$ cat src/rtl/sm_pwr_pkg.sv
// Shared SM power-management definitions.
// Holds the 2-bit DVFS level type and its named values (also used by the SM power manager),
// the transition sequencer FSM state encoding, and the level -> regulator code lookup.
package sm_pwr_pkg;

  localparam int unsigned VCODE_W = 8;

  typedef logic [1:0] level_t;

  localparam level_t LVL_OFF  = 2'b00;
  localparam level_t LVL_LOW  = 2'b01;
  localparam level_t LVL_MED  = 2'b10;
  localparam level_t LVL_HIGH = 2'b11;

  localparam logic [VCODE_W-1:0] VCODE_L0 = 8'h00;
  localparam logic [VCODE_W-1:0] VCODE_L1 = 8'h40;
  localparam logic [VCODE_W-1:0] VCODE_L2 = 8'h60;
  localparam logic [VCODE_W-1:0] VCODE_L3 = 8'h80;

  typedef enum logic [2:0] {
    StIdle,
    StVReq,
    StVSettle,
    StFReq,
    StFWait,
    StDone
  } dvfs_state_e;

  function automatic logic [VCODE_W-1:0] level_to_vcode(input level_t lvl);
    logic [VCODE_W-1:0] code;
    case (lvl)
      LVL_OFF: code = VCODE_L0;
      LVL_LOW: code = VCODE_L1;
      LVL_MED: code = VCODE_L2;
      default: code = VCODE_L3;
    endcase
    return code;
  endfunction

endpackage

$ cat src/rtl/dvfs_transition_sequencer.sv
// DVFS transition sequencer for one SM.
// Filters the requested level for stability, then moves the SM power/clock domain to it:
// raising goes voltage first then frequency, lowering goes frequency first then voltage.
// Ports:
//   clk, rst_n            clock, asynchronous active-low reset
//   i_req_level           requested level from the power manager
//   i_req_clk_en          clock-enable request from the power manager
//   o_vreg_code           regulator target code, o_vreg_valid / i_vreg_ready handshake
//   o_freq_sel            clock generator select, o_freq_req pulse / i_freq_done pulse
//   o_cur_level           committed operating level
//   o_busy                transition in progress
//   o_sm_clk_en           registered SM clock enable
//   o_err_timeout         sticky frequency-lock timeout, cleared by i_err_clr
module dvfs_transition_sequencer
  import sm_pwr_pkg::*;
#(
  parameter int unsigned STABLE_CYC   = 16,
  parameter int unsigned V_SETTLE_CYC = 64,
  parameter int unsigned LOCK_TIMEOUT = 1024,
  parameter int unsigned CNT_W        = 12
) (
  input  logic               clk,
  input  logic               rst_n,
  input  logic [1:0]         i_req_level,
  input  logic               i_req_clk_en,
  output logic [VCODE_W-1:0] o_vreg_code,
  output logic               o_vreg_valid,
  input  logic               i_vreg_ready,
  output logic [1:0]         o_freq_sel,
  output logic               o_freq_req,
  input  logic               i_freq_done,
  output logic [1:0]         o_cur_level,
  output logic               o_busy,
  output logic               o_sm_clk_en,
  output logic               o_err_timeout,
  input  logic               i_err_clr
);

  localparam logic [CNT_W-1:0] L_STABLE_LAST = CNT_W'(STABLE_CYC - 1);
  localparam logic [CNT_W-1:0] L_SETTLE_LAST = CNT_W'(V_SETTLE_CYC - 1);
  localparam logic [CNT_W-1:0] L_LOCK_LAST   = CNT_W'(LOCK_TIMEOUT - 1);

  dvfs_state_e        r_state;
  logic [CNT_W-1:0]   r_cnt;
  level_t             r_prev_req;
  level_t             r_tgt;
  level_t             r_cur_level;
  level_t             r_freq_sel;
  logic [VCODE_W-1:0] r_vreg_code;
  logic               r_vreg_valid;
  logic               r_freq_req;
  logic               r_busy;
  logic               r_sm_clk_en;
  logic               r_err;

  logic [CNT_W-1:0]   w_cnt_inc;
  logic               w_req_unstable;
  logic               w_start;
  logic               w_req_up;
  logic               w_tgt_up;

  // Shared counter saturates instead of wrapping.
  assign w_cnt_inc      = (&r_cnt) ? r_cnt : r_cnt + 1'b1;
  // A new sample restarts the filter; asking for the current level is not a request.
  assign w_req_unstable = (i_req_level != r_prev_req) || (i_req_level == r_cur_level);
  // Fires on the STABLE_CYC-th equal sample (the first one only clears the counter).
  assign w_start        = (r_state == StIdle) && !w_req_unstable && (w_cnt_inc == L_STABLE_LAST);
  assign w_req_up       = i_req_level > r_cur_level;
  assign w_tgt_up       = r_tgt > r_cur_level;

  always_ff @(posedge clk or negedge rst_n) begin
    if (!rst_n) begin
      r_state      <= StIdle;
      r_cnt        <= '0;
      r_prev_req   <= LVL_HIGH;
      r_tgt        <= LVL_HIGH;
      r_cur_level  <= LVL_HIGH;
      r_freq_sel   <= LVL_HIGH;
      r_vreg_code  <= VCODE_L3;
      r_vreg_valid <= 1'b0;
      r_freq_req   <= 1'b0;
      r_busy       <= 1'b0;
      r_sm_clk_en  <= 1'b1;
      r_err        <= 1'b0;
    end else begin
      r_prev_req  <= i_req_level;
      // w_start keeps the SM running in the first busy cycle as well.
      r_sm_clk_en <= (r_cur_level != LVL_OFF) && (i_req_clk_en || r_busy || w_start);
      if (i_err_clr) begin
        r_err <= 1'b0;
      end

      case (r_state)
        StIdle: begin
          if (w_start) begin
            r_tgt  <= i_req_level;
            r_cnt  <= '0;
            r_busy <= 1'b1;
            if (w_req_up) begin
              r_state      <= StVReq;
              r_vreg_code  <= level_to_vcode(i_req_level);
              r_vreg_valid <= 1'b1;
            end else begin
              r_state    <= StFReq;
              r_freq_sel <= i_req_level;
              r_freq_req <= 1'b1;
            end
          end else if (w_req_unstable) begin
            r_cnt <= '0;
          end else begin
            r_cnt <= w_cnt_inc;
          end
        end

        StVReq: begin
          if (i_vreg_ready) begin
            r_vreg_valid <= 1'b0;
            r_cnt        <= '0;
            r_state      <= StVSettle;
          end
        end

        StVSettle: begin
          if (r_cnt == L_SETTLE_LAST) begin
            r_cnt <= '0;
            if (w_tgt_up) begin
              r_state    <= StFReq;
              r_freq_sel <= r_tgt;
              r_freq_req <= 1'b1;
            end else begin
              r_state <= StDone;
            end
          end else begin
            r_cnt <= w_cnt_inc;
          end
        end

        // freq_done is not looked at here, so a pulse coincident with freq_req is dropped.
        StFReq: begin
          r_freq_req <= 1'b0;
          r_cnt      <= '0;
          r_state    <= StFWait;
        end

        StFWait: begin
          if (i_freq_done) begin
            r_cnt <= '0;
            if (w_tgt_up) begin
              r_state <= StDone;
            end else begin
              r_state      <= StVReq;
              r_vreg_code  <= level_to_vcode(r_tgt);
              r_vreg_valid <= 1'b1;
            end
          end else if (r_cnt == L_LOCK_LAST) begin
            // Abandon the transition; a raised voltage is left in place as it is safe.
            r_err      <= 1'b1;
            r_freq_sel <= r_cur_level;
            r_cnt      <= '0;
            r_busy     <= 1'b0;
            r_state    <= StIdle;
          end else begin
            r_cnt <= w_cnt_inc;
          end
        end

        StDone: begin
          r_cur_level <= r_tgt;
          r_cnt       <= '0;
          r_busy      <= 1'b0;
          r_state     <= StIdle;
        end

        default: begin
          r_busy  <= 1'b0;
          r_state <= StIdle;
        end
      endcase
    end
  end

  assign o_vreg_code   = r_vreg_code;
  assign o_vreg_valid  = r_vreg_valid;
  assign o_freq_sel    = r_freq_sel;
  assign o_freq_req    = r_freq_req;
  assign o_cur_level   = r_cur_level;
  assign o_busy        = r_busy;
  assign o_sm_clk_en   = r_sm_clk_en;
  assign o_err_timeout = r_err;

endmodule

$ cat config.mk
export PLATFORM = sky130hd
export DESIGN_NAME = dvfs_transition_sequencer
export DESIGN_NICKNAME = d
export VERILOG_FILES = /design/src/rtl/sm_pwr_pkg.sv /design/src/rtl/dvfs_transition_sequencer.sv
export SDC_FILE = /design/constraint.sdc
export NUM_CORES = 1
export LEC_CHECK = 0
export CORE_MARGIN = 4
export CORE_UTILIZATION = 40
export CTS_CLUSTER_DIAMETER = 200
export DETAILED_ROUTE_END_ITERATION = 16
export GPL_TIMING_DRIVEN = 0
export PLACE_DENSITY = 0.69
export SLEW_MARGIN = 20
export SYNTH_ARGS = -nofsm -noshare
export SYNTH_HDL_FRONTEND = slang
export SYNTH_SLANG_ARGS = --single-unit
$ cat constraint.sdc
create_clock -name clk -period 8.48 [get_ports clk]
set_clock_uncertainty 0.2 [all_clocks]
set_input_delay 1.272 -clock clk [delete_from_list [all_inputs] [get_ports clk]]
set_output_delay 1.272 -clock clk [all_outputs]
set_load 0.01 [all_outputs]
==> results_dict.tcl <==
set metrics [dict create \
    synth_top_cell_area_share 0.235 \
    cts.clk_slew.worst_paths_ns 0.07 \
    design_area_um2 2680 \
    hold_buffers 0 \
    synthCells 249 \
    synth_top_area_cell "dfrtp_1" \
    cp.depth 10 \
    ys_types 56 \
    fmax_mhz 254 \
    hp-class "reg2reg" \
    grt_pass1_vias 1894 \
    cts_inserted_buffers 5 \
    cpPeakStageDelay_ns 0.63 \
    min_from "o_vreg_code[6]" \
    globalRouteOverflowTotal 0 \
    ant_nets 0 \
    grt_use_met1 0.211 \
    crit_fanout 7 \
    io-pin-count 25 \
    ys_ff_latch 31 \
    rows 26 \
    crit_required_ns 8.45 \
    synth_edf_count 0 \
    initial_core_util 0.425 \
    startpoint_type "input port" \
    p_leak_nw 1.11 \
    dieHeight_um 82.8 \
    async_flop_share 1.00 \
    die_w_um 82.8 \
    num_antenna_cells 0 \
    grt_usage 0.164 \
    drt_iter0_drc 173 \
    clk-insertion-delay-late_ns 0.29 \
    yosysSeqAreaShare 0.352 \
    wl_per_cell_um 15.5 \
    met2_usage 0.267 \
    routed_wl_um 5450 \
    vias 1985 \
    port_buffers 19 \
    grt_setup_unrepaired "false" \
    p_per_area_nw_per_um2 254 \
    tightest_slew_ns 0.682 \
    cts_tree "built" \
    slew_headroom 0.545 \
    htree_levels 2 \
    finalCriticalPeriod_ns 3.94 \
    fin_setup_tns_ns 0 \
    rr_endpoint "o_freq_sel[0]" \
    drive_gt1_frac 0.189 \
    ys.flop_type "dfrtp_1" \
    cp.buffers_inverters 2 \
    core_um2 5270 \
    die_area_um2 6860 \
    syn_area_per_cell_um2 8.99 \
    grt_max_degree 32 \
    min_period_over_period 0.464 \
    finalHoldViolations 0 \
    clock_sink_count 31 \
    area_growth_pct 19.7 \
    arrival_ns 3.90 \
    gp_congestion 0.869 \
    syn_area_um2 2240 \
    firstDrtPassIters 4 \
    layout.nets 297 \
    drv_cap 0 \
    synth_area_leaders "dfrtp_1, dfstp_2, a21oi_1" \
    drv_slew 0 \
    grt_use_met3 0.0347 \
    cp-end-kind "flop" \
    hold_end "o_vreg_code[6]" \
    ctsResizeCount 0 \
    cp_top_family "simple AND/OR/NAND/NOR gates" \
    n_fill_cell 523 \
    layout.cells.non_filler 351 \
    drc 0 \
    ir_drop_mv 0.149 \
    critical_path.cell_chain "clkdlybuf4s50_1 > inv_1 > ha_1 > nand2_1 > nand3_1 > nor3_1 > and4_4 > nand2_4 > o41ai_4 > mux2_1" \
    crit_slowest_cell "clkdlybuf4s50_1" \
    r2r_setup_slack_ns 5.53 \
    ys_warn_count 0 \
    cts_root_buf "clkbuf_8" \
    grt_pass1_wl_um 9270 \
    via_per_inst 5.66 \
    holdPathStages 1 \
    place_hpwl_um 4020 \
    post_cts_buffers 0 \
    finalSetupViolations 0 \
    clk_path_buf_depth 2 \
    outcome "complete, no violations" \
    antenna_found_initial 0 \
    r2r-start "r_cnt[0]" \
    busiest_layer "met2" \
    reg2reg_depth 8 \
    path_class "in2reg" \
    place_area_um2 2550 \
    dpl.cell_count 343 \
]
## cells in the mapped netlist, types with 3 or more instances
| cell | instances |
|---|---|
| a21o_1 | 3 |
| o21ai_0 | 13 |
| mux2_1 | 5 |
| mux2_2 | 4 |
| a31oi_1 | 5 |
| o22ai_1 | 6 |
| inv_1 | 6 |
| clkbuf_1 | 5 |
| ha_1 | 9 |
| o211ai_1 | 4 |
| xnor2_1 | 6 |
| nand2_1 | 18 |
| nor2b_1 | 4 |
| nor3_1 | 9 |
| buf_4 | 6 |
| mux2i_1 | 3 |
| nand4_1 | 9 |
| a21oi_1 | 25 |
| dfstp_2 | 10 |
| nor2_1 | 25 |
| and3_2 | 3 |
| nand3_1 | 5 |
| dfrtp_1 | 21 |
| buf_6 | 4 |
| a31o_2 | 3 |
| buf_2 | 4 |
## registers in the layout (all words and copies together) (netlist names), 2 cells and up
name	flops
r_cnt	12
o_vreg_code	3
o_freq_sel	2
o_cur_level	2
r_tgt	2
r_prev_req	2
r_state	3
## cells by family after synthesis
group	count (synthesis)	synth area share
and+or+nand+nor	90	0.219
AOI/OAI and AO/OA	72	0.218
DFF	31	0.352
buffers and inverters	26	0.0693
muxes	12	0.0587
adders and majority gates	9	0.0503
xor gates and xnor gates	8	0.0313
other	1	0.00168
## layout make-up
cell class | count | area (um^2) | area share
flip-flops and latches | 31 | 788 | 0.294
repair buffers | 20 | 205 | 0.0766
clock buffers | 6 | 72.6 | 0.0271
well taps | 70 | 87.6 | 0.0327
clock inverters | 2 | 60.1 | 0.0224
multi-input cells | 196 | 1310 | 0.489
inverters | 7 | 26.3 | 0.00981
plain buffers | 19 | 129 | 0.0481
## worst max path at each step
stage                              start             end  slack [ns]
final                     i_req_level[0]  o_vreg_code[5]        4.54
after global routing      i_req_level[0]  o_vreg_code[6]        4.39
after CTS                 i_req_level[0]  o_vreg_code[6]        4.53
after detailed placement  i_req_level[0]  o_vreg_code[6]        4.22
after global placement    i_req_level[0]  o_vreg_code[6]        4.21
after floorplan           i_req_level[0]  o_vreg_code[5]        5.18
## placed cells by master (no fill, tap or decap), drive strengths merged, types with 3 or more instances in the layout
master	count
a21o	3
a21oi	25
a31o	3
a31oi	5
and3	5
and4	3
buf	16
clkbuf	11
clkdlybuf4s50	18
conb	5
dfrtp	21
dfstp	10
ha	9
inv	6
mux2	9
mux2i	3
nand2	19
nand3	7
nand4	9
nor2	26
nor2b	4
nor3	9
o211ai	4
o21ai	13
o22ai	6
xnor2	6
## report_power, final
part	switching, mW	internal [mW]
Combinational	0.177	0.123
Sequential	0.0208	0.185
Clock	0.0571	0.117
Total	0.255	0.425
## through the flow
stage	setup slack, ns	utilization	hold WS (ns)	total power [mW]
floorplan	5.18	-	0.311	0.409
global placement	4.21	0.480	0.274	0.503
detailed placement	4.22	0.483	0.280	0.506
CTS	4.53	0.508	0.301	0.685
global route	4.39	0.508	0.329	0.729
finish	4.54	0.508	0.295	0.680
## per-layer routing
layer  vias up  share of wire
li1        965              -
met1       954           0.45
met2        55           0.48
met3        11          0.051
met4         0          0.021
met5         -              0
No activity file was read; power rests on OpenSTA's default activity.
